$ cat config.mk
export PLATFORM = sky130hd
export DESIGN_NAME = instruction_decode
export DESIGN_NICKNAME = d
export VERILOG_FILES = /design/src/rtl/instruction_decode.sv
export SDC_FILE = /design/constraint.sdc
export NUM_CORES = 2
export LEC_CHECK = 0
export BUFFER_PORTS_ARGS = -buffer_cell sky130_fd_sc_hd__buf_2
export CORE_ASPECT_RATIO = 1.75
export CORE_MARGIN = 4
export CORE_UTILIZATION = 35
export DETAILED_ROUTE_END_ITERATION = 12
export PLACE_DENSITY = 0.54
export SLEW_MARGIN = 20
export SYNTH_ARGS = -nofsm -noshare
export SYNTH_HDL_FRONTEND = slang
export SYNTH_SLANG_ARGS = --single-unit
$ cat constraint.sdc
create_clock -name clk -period 5.6 [get_ports clk]
set_clock_uncertainty 0.1 [all_clocks]
set_input_delay 1.12 -clock clk [delete_from_list [all_inputs] [get_ports clk]]
set_output_delay 1.12 -clock clk [all_outputs]
set_load 0.005 [all_outputs]
$ cat src/rtl/instruction_decode.sv
`default_nettype none
// ============================================================================
// Module      : instruction_decode
// Description : ID stage - register file with write-through bypass, opcode
//               decode, load-use hazard detection and the ID/EX register.
// Revision    : 1.0 - initial release
// ============================================================================
module instruction_decode #(
    parameter int REG_ADDR_WIDTH = 5,
    parameter int DATA_WIDTH     = 32
) (
    input  logic                      clk,
    input  logic                      reset,
    input  logic [DATA_WIDTH-1:0]     programCounterIn,
    input  logic [31:0]               instruction,
    input  logic                      flush,
    input  logic                      regWriteEnable,
    input  logic [REG_ADDR_WIDTH-1:0] regWriteAddr,
    input  logic [DATA_WIDTH-1:0]     regWriteData,
    output logic                      pcWrite,
    output logic                      ifIdWrite,
    output logic [DATA_WIDTH-1:0]     programCounterOut,
    output logic [DATA_WIDTH-1:0]     readData1,
    output logic [DATA_WIDTH-1:0]     readData2,
    output logic [DATA_WIDTH-1:0]     immediate,
    output logic [REG_ADDR_WIDTH-1:0] rs,
    output logic [REG_ADDR_WIDTH-1:0] rt,
    output logic [REG_ADDR_WIDTH-1:0] rd,
    output logic [5:0]                aluFunct,
    output logic [1:0]                aluOp,
    output logic                      regWrite,
    output logic                      memRead,
    output logic                      memWrite,
    output logic                      memToReg,
    output logic                      aluSrc,
    output logic                      regDst,
    output logic                      branch,
    output logic                      illegalInstruction
);
    localparam int         c_NUM_REGS  = 2 ** REG_ADDR_WIDTH;
    localparam logic [5:0] c_OP_RTYPE  = 6'h00;
    localparam logic [5:0] c_OP_LW     = 6'h23;
    localparam logic [5:0] c_OP_SW     = 6'h2B;
    localparam logic [5:0] c_OP_BEQ    = 6'h04;
    localparam logic [5:0] c_OP_ADDI   = 6'h08;

    logic [DATA_WIDTH-1:0]     regs_q [c_NUM_REGS];
    logic [5:0]                w_opcode;
    logic [REG_ADDR_WIDTH-1:0] w_rs, w_rt, w_rd;
    logic [DATA_WIDTH-1:0]     w_rdata1, w_rdata2, w_imm;
    logic [1:0]                w_aluOp;
    logic                      w_regWrite, w_memRead, w_memWrite, w_memToReg;
    logic                      w_aluSrc, w_regDst, w_branch, w_illegal;
    logic                      w_usesRt, w_stall, w_bubble;

    assign w_opcode = instruction[31:26];
    assign w_rs     = instruction[25:21];
    assign w_rt     = instruction[20:16];
    assign w_rd     = instruction[15:11];
    assign w_imm    = {{(DATA_WIDTH-16){instruction[15]}}, instruction[15:0]};

    // Register 0 is hard-wired; a same-cycle writeback is forwarded to readers.
    always_comb begin
        w_rdata1 = regs_q[w_rs];
        w_rdata2 = regs_q[w_rt];
        if (regWriteEnable && regWriteAddr == w_rs) w_rdata1 = regWriteData;
        if (regWriteEnable && regWriteAddr == w_rt) w_rdata2 = regWriteData;
        if (w_rs == '0) w_rdata1 = '0;
        if (w_rt == '0) w_rdata2 = '0;
    end

    always_comb begin
        w_aluOp    = 2'b00;
        w_regWrite = 1'b0;
        w_memRead  = 1'b0;
        w_memWrite = 1'b0;
        w_memToReg = 1'b0;
        w_aluSrc   = 1'b0;
        w_regDst   = 1'b0;
        w_branch   = 1'b0;
        w_illegal  = 1'b0;
        unique case (w_opcode)
            c_OP_RTYPE: begin w_regWrite = 1'b1; w_regDst = 1'b1; w_aluOp = 2'b10; end
            c_OP_LW: begin
                w_regWrite = 1'b1; w_memRead = 1'b1; w_memToReg = 1'b1; w_aluSrc = 1'b1;
            end
            c_OP_SW:   begin w_memWrite = 1'b1; w_aluSrc = 1'b1; end
            c_OP_BEQ:  begin w_branch = 1'b1; w_aluOp = 2'b01; end
            c_OP_ADDI: begin w_regWrite = 1'b1; w_aluSrc = 1'b1; end
            default:   w_illegal = 1'b1;
        endcase
    end

    // Only R-type, sw and beq actually consume rt as a source operand.
    assign w_usesRt  = (w_opcode == c_OP_RTYPE) || (w_opcode == c_OP_SW) || (w_opcode == c_OP_BEQ);
    assign w_stall   = memRead && (rt != '0) && ((rt == w_rs) || ((rt == w_rt) && w_usesRt));
    assign w_bubble  = w_stall || flush;
    assign pcWrite   = ~(w_stall && !flush);
    assign ifIdWrite = ~(w_stall && !flush);

    always_ff @(posedge clk) begin
        if (reset) begin
            for (int i = 0; i < c_NUM_REGS; i++) regs_q[i] <= '0;
            programCounterOut  <= '0;
            readData1          <= '0;
            readData2          <= '0;
            immediate          <= '0;
            rs                 <= '0;
            rt                 <= '0;
            rd                 <= '0;
            aluFunct           <= '0;
            aluOp              <= '0;
            regWrite           <= 1'b0;
            memRead            <= 1'b0;
            memWrite           <= 1'b0;
            memToReg           <= 1'b0;
            aluSrc             <= 1'b0;
            regDst             <= 1'b0;
            branch             <= 1'b0;
            illegalInstruction <= 1'b0;
        end else begin
            if (regWriteEnable && regWriteAddr != '0) regs_q[regWriteAddr] <= regWriteData;
            programCounterOut  <= programCounterIn;
            readData1          <= w_rdata1;
            readData2          <= w_rdata2;
            immediate          <= w_imm;
            rs                 <= w_rs;
            rt                 <= w_rt;
            rd                 <= w_rd;
            aluFunct           <= instruction[5:0];
            aluOp              <= w_bubble ? 2'b00 : w_aluOp;
            regWrite           <= w_regWrite & ~w_bubble;
            memRead            <= w_memRead  & ~w_bubble;
            memWrite           <= w_memWrite & ~w_bubble;
            memToReg           <= w_memToReg & ~w_bubble;
            aluSrc             <= w_aluSrc   & ~w_bubble;
            regDst             <= w_regDst   & ~w_bubble;
            branch             <= w_branch   & ~w_bubble;
            illegalInstruction <= w_illegal  & ~w_bubble;
        end
    end
endmodule
`default_nettype wire

==> results by group <==
Clocking
  • Setup Fix Bufs, Post-CTS: 0
  • Num CTS Buffers: 106
  • CTS sink count: 1,155
  • Worst-Skew Late Latency: approximately 720 ps
  • CTS max path bufs: 3
  • Clock transition at the registers of the reported paths: 70 ps
  • H-tree levels: 3
  • CTS Hold Bufs: 0
  • CTS resizes: 0
  • CTS root buf: clkbuf_16
  • CTS tree: yes

Hold path
  • Hold path depth: 2
  • Hold Path Class: input port to flip-flop
  • Worst hold endpoint: immediate[2]
  • Hold Crit Start: instruction[2]

Setup path
  • FF-to-FF End: readData2[26]
  • Critical path type: input port to primary output
  • CP Launch Type: input port
  • Critical Path End Type: primary output
  • Critical path depth: 7
  • Crit Path Max Fanout: 28
  • Critical path's top delay family: simple AND/OR/NAND/NOR gates
  • Crit path arrival time: around 2700 ps
  • Worst R2R Path Depth: 5
  • CP Cell Sequence: buf_4 > xor2_1 > nor4_1 > nand3_1 > a21oi_2 > nand2b_1 > buf_2
  • RR Startpoint: regs_q[7][26]
  • Slowest CP cell: a21oi_2
  • CP required: 4380 ps
  • Reg2Reg Setup Slack: 3290 ps
  • CP bufs+invs: 2
  • Crit path largest cell delay: about 400 ps

Timing
  • Unrepaired setup endpoints after global routing: no
  • Crit path time final: around 4000 ps
  • TNS Setup: 0 ps
  • Slew margin rel.: 22.95%
  • Final hold viol count: 0
  • Max Freq: about 250 MHz
  • Pins Over Slew Limit: 0
  • Worst slew pin tran: around 1200 ps
  • Final Cycle Share: between 70 and 80%
  • Final setup fails: 0

Pwr
  • Int Power: roughly 15 mW
  • P_sw: 4.958 mW
  • Seq pwr share: 51.0%
  • Switching Fraction: 25.03%
  • Power density over the cells: 301.1 nW/um^2
  • Clock power frac: 37.5%
  • Max IR drop VDD: 0.0002215 V
  • LEAKAGE: 23.16 nW
  • Comb power frac: 11.5%

Synthesis
  • Compound-Gate Fraction of Synth Area: 4.766%
  • Synth Register Bits: 1,155
  • Seq/Total Area, Yosys: around 57%
  • Post-Syn Area: 58,490 sq um
  • Cells after synthesis: 3,999
  • Largest family of logic cells by synthesized area: multiplexers
  • Synth Area in Simple Gates: ~14%
  • Post-synth top flop: edfxtp_1
  • Distinct cell type count of the synthesized netlist: 49
  • Mux contribution to synthesized area: 20.57%
  • Synth top area cells: edfxtp_1 53%, mux4_2 17%, and2_1 11%, dfxtp_1 4.5%, mux2i_1 3.3%
  • Post-synth EDFFs: between 1,000 and 1,500
  • XOR/XNOR share of the synthesized area: less than 1%
  • Syn_area_per_cell: around 15 sq um
  • Top cell type's share of synthesized area: between 50% and 60%
  • YS warnings: 0
  • Synth area leader: edfxtp_1
  • Asr flop ratio synth: 0%
  • Synth Area in Adders: 0%

Global route
  • Grt met3 use: roughly 3.7%
  • First-pass GRT wire length: 266.4 mm
  • GRT Total Usage: 21.21%
  • Via count of the first global-routing pass: 36,900
  • M1 GR Usage: about a quarter
  • GRT overflow: 0
  • Initial antenna violation count: 7
  • Largest net degree at the start of global routing: 127
  • GRT busiest layer: met2
  • GR Util met2: 37.72%

Placement
  • GPL Wtd Cong: 0.8271
  • Buffers on Ports: between 200 and 300
  • HPWL Detailed: 123.7 mm

Drt
  • Via count: 35,270
  • Per-cell routed wire length: 29.46 um
  • Vias per cell: about 5.5
  • Initial DRT Pass Iterations: 5
  • Remaining antenna violation count: 0
  • DRT Wirelength: 187.7 mm
  • DR iter-0 viols: 3,165
  • Post-route DRC: 0

Cells and area
  • Most common cell after layout, fill and taps aside: edfxtp_1
  • Most frequent cells in the layout: 1,024 x edfxtp_1, 993 x and2_1, 448 x mux4_2, 257 x buf_2, 194 x mux2i_1
  • Post-layout util: about two fifths
  • Layout cell share with drive strength beyond 1: 26.48%
  • Final net count: 4,175
  • Area grow syn2layout: 12.47%

Die
  • DIE AREA: around 170,000 sq um
  • Site Rows: 198
  • Height of the die: 548.8 um
  • Die Wd: 317.0 um
  • Initial Util: 35.19%
  • Core Footprint: 166,200 sq um
  • IO Count: 266

Flow run
  • MaxCap Viol Count: 0

Run status
  • Status: completed
==> through the flow <==
stage	cells	hold WS [ps]	worst slack, ps	cell area [sq um]	total power [mW]
after floorplan	4030	582.8	744.9	58610	11.64
after global placement	6162	647.8	1531	62320	12.54
after detailed placement	6162	655.6	1479	62320	12.58
after CTS	6362	461.1	1611	65770	19.98
after global routing	6364	492.6	1467	65770	20.44
final	6370	506.8	1638	65790	19.81
==> layout make-up <==
class | instances | area, sq um
flip-flops and latches | 1155 | 33370
inverters | 2 | 7.507
fillers | 15220 | 100400
repair buffers | 386 | 2526
clock inverters | 57 | 583.1
diodes | 8 | 20.02
multi-input cells | 2419 | 23660
well taps | 2200 | 2753
clock buffers | 143 | 2861
==> flip-flops by register name, summed over array words and instances (netlist names), 2 cells and up <==
register	cells
readData2	32
programCounterOut	32
immediate	16
aluOp	2
rs	5
rt	5
regs_q	1024
readData1	32
==> kinds of logic (layout without fill, tap and decap cells) <==
family                 after synthesis  in the layout
AND/OR/NAND/NOR                   1365           1365
flip-flops                        1155           1155
multiplexers                       642            642
buffers and inverters              456            588
AO/OA/AOI/OAI                      360            360
XOR/XNOR                            20             20
other                                1             40
==> cell usage after synthesis (68+ instances only) <==
library cell,n
edfxtp_1,1024
nor2b_1,94
nor3_1,103
buf_2,73
mux4_2,448
and2_1,993
o22ai_1,94
dfxtp_1,131
nand2_1,68
mux2i_1,194
nor2_1,70
clkbuf_1,307
==> worst max path at each step <==
stage	from	end	slack, ps
6_report	instruction[19]	ifIdWrite	1640
5_1_grt	instruction[19]	pcWrite	1470
4_1_cts	instruction[19]	ifIdWrite	1610
3_5_place_dp	reset	regs_q[17][22]	1480
3_3_place_gp	reset	regs_q[17][26]	1530
2_1_floorplan	regWriteAddr[0]	regs_q[20][0]	740
==> power groups by stage <==
| stage | logic (mW) | registers (mW) | clock network [mW] |
|---|---|---|---|
| global route | 2.41 | 10.2 | 7.88 |
| floorplan | 1.42 | 10.2 | 0 |
| global placement | 2.28 | 10.3 | 0 |
| CTS | 2.30 | 10.1 | 7.58 |
| detailed placement | 2.29 | 10.3 | 0 |
| finish | 2.28 | 10.1 | 7.42 |
==> layer usage <==
layer,vias up,share of wire (%)
met5,-,0.0069
met2,1250,52
met3,292,6.9
met1,18480,39
li1,15250,-
met4,2,2.8
==> worst reg2reg max path, cell delays in order, from the launching register on <==
cell and delay, ps:
edfxtp_1 390, mux4_2 500, nor2b_1 170, a211oi_1 620, nor3_1 140, a32o_1 290
No activity file was read; power rests on OpenSTA's default activity.
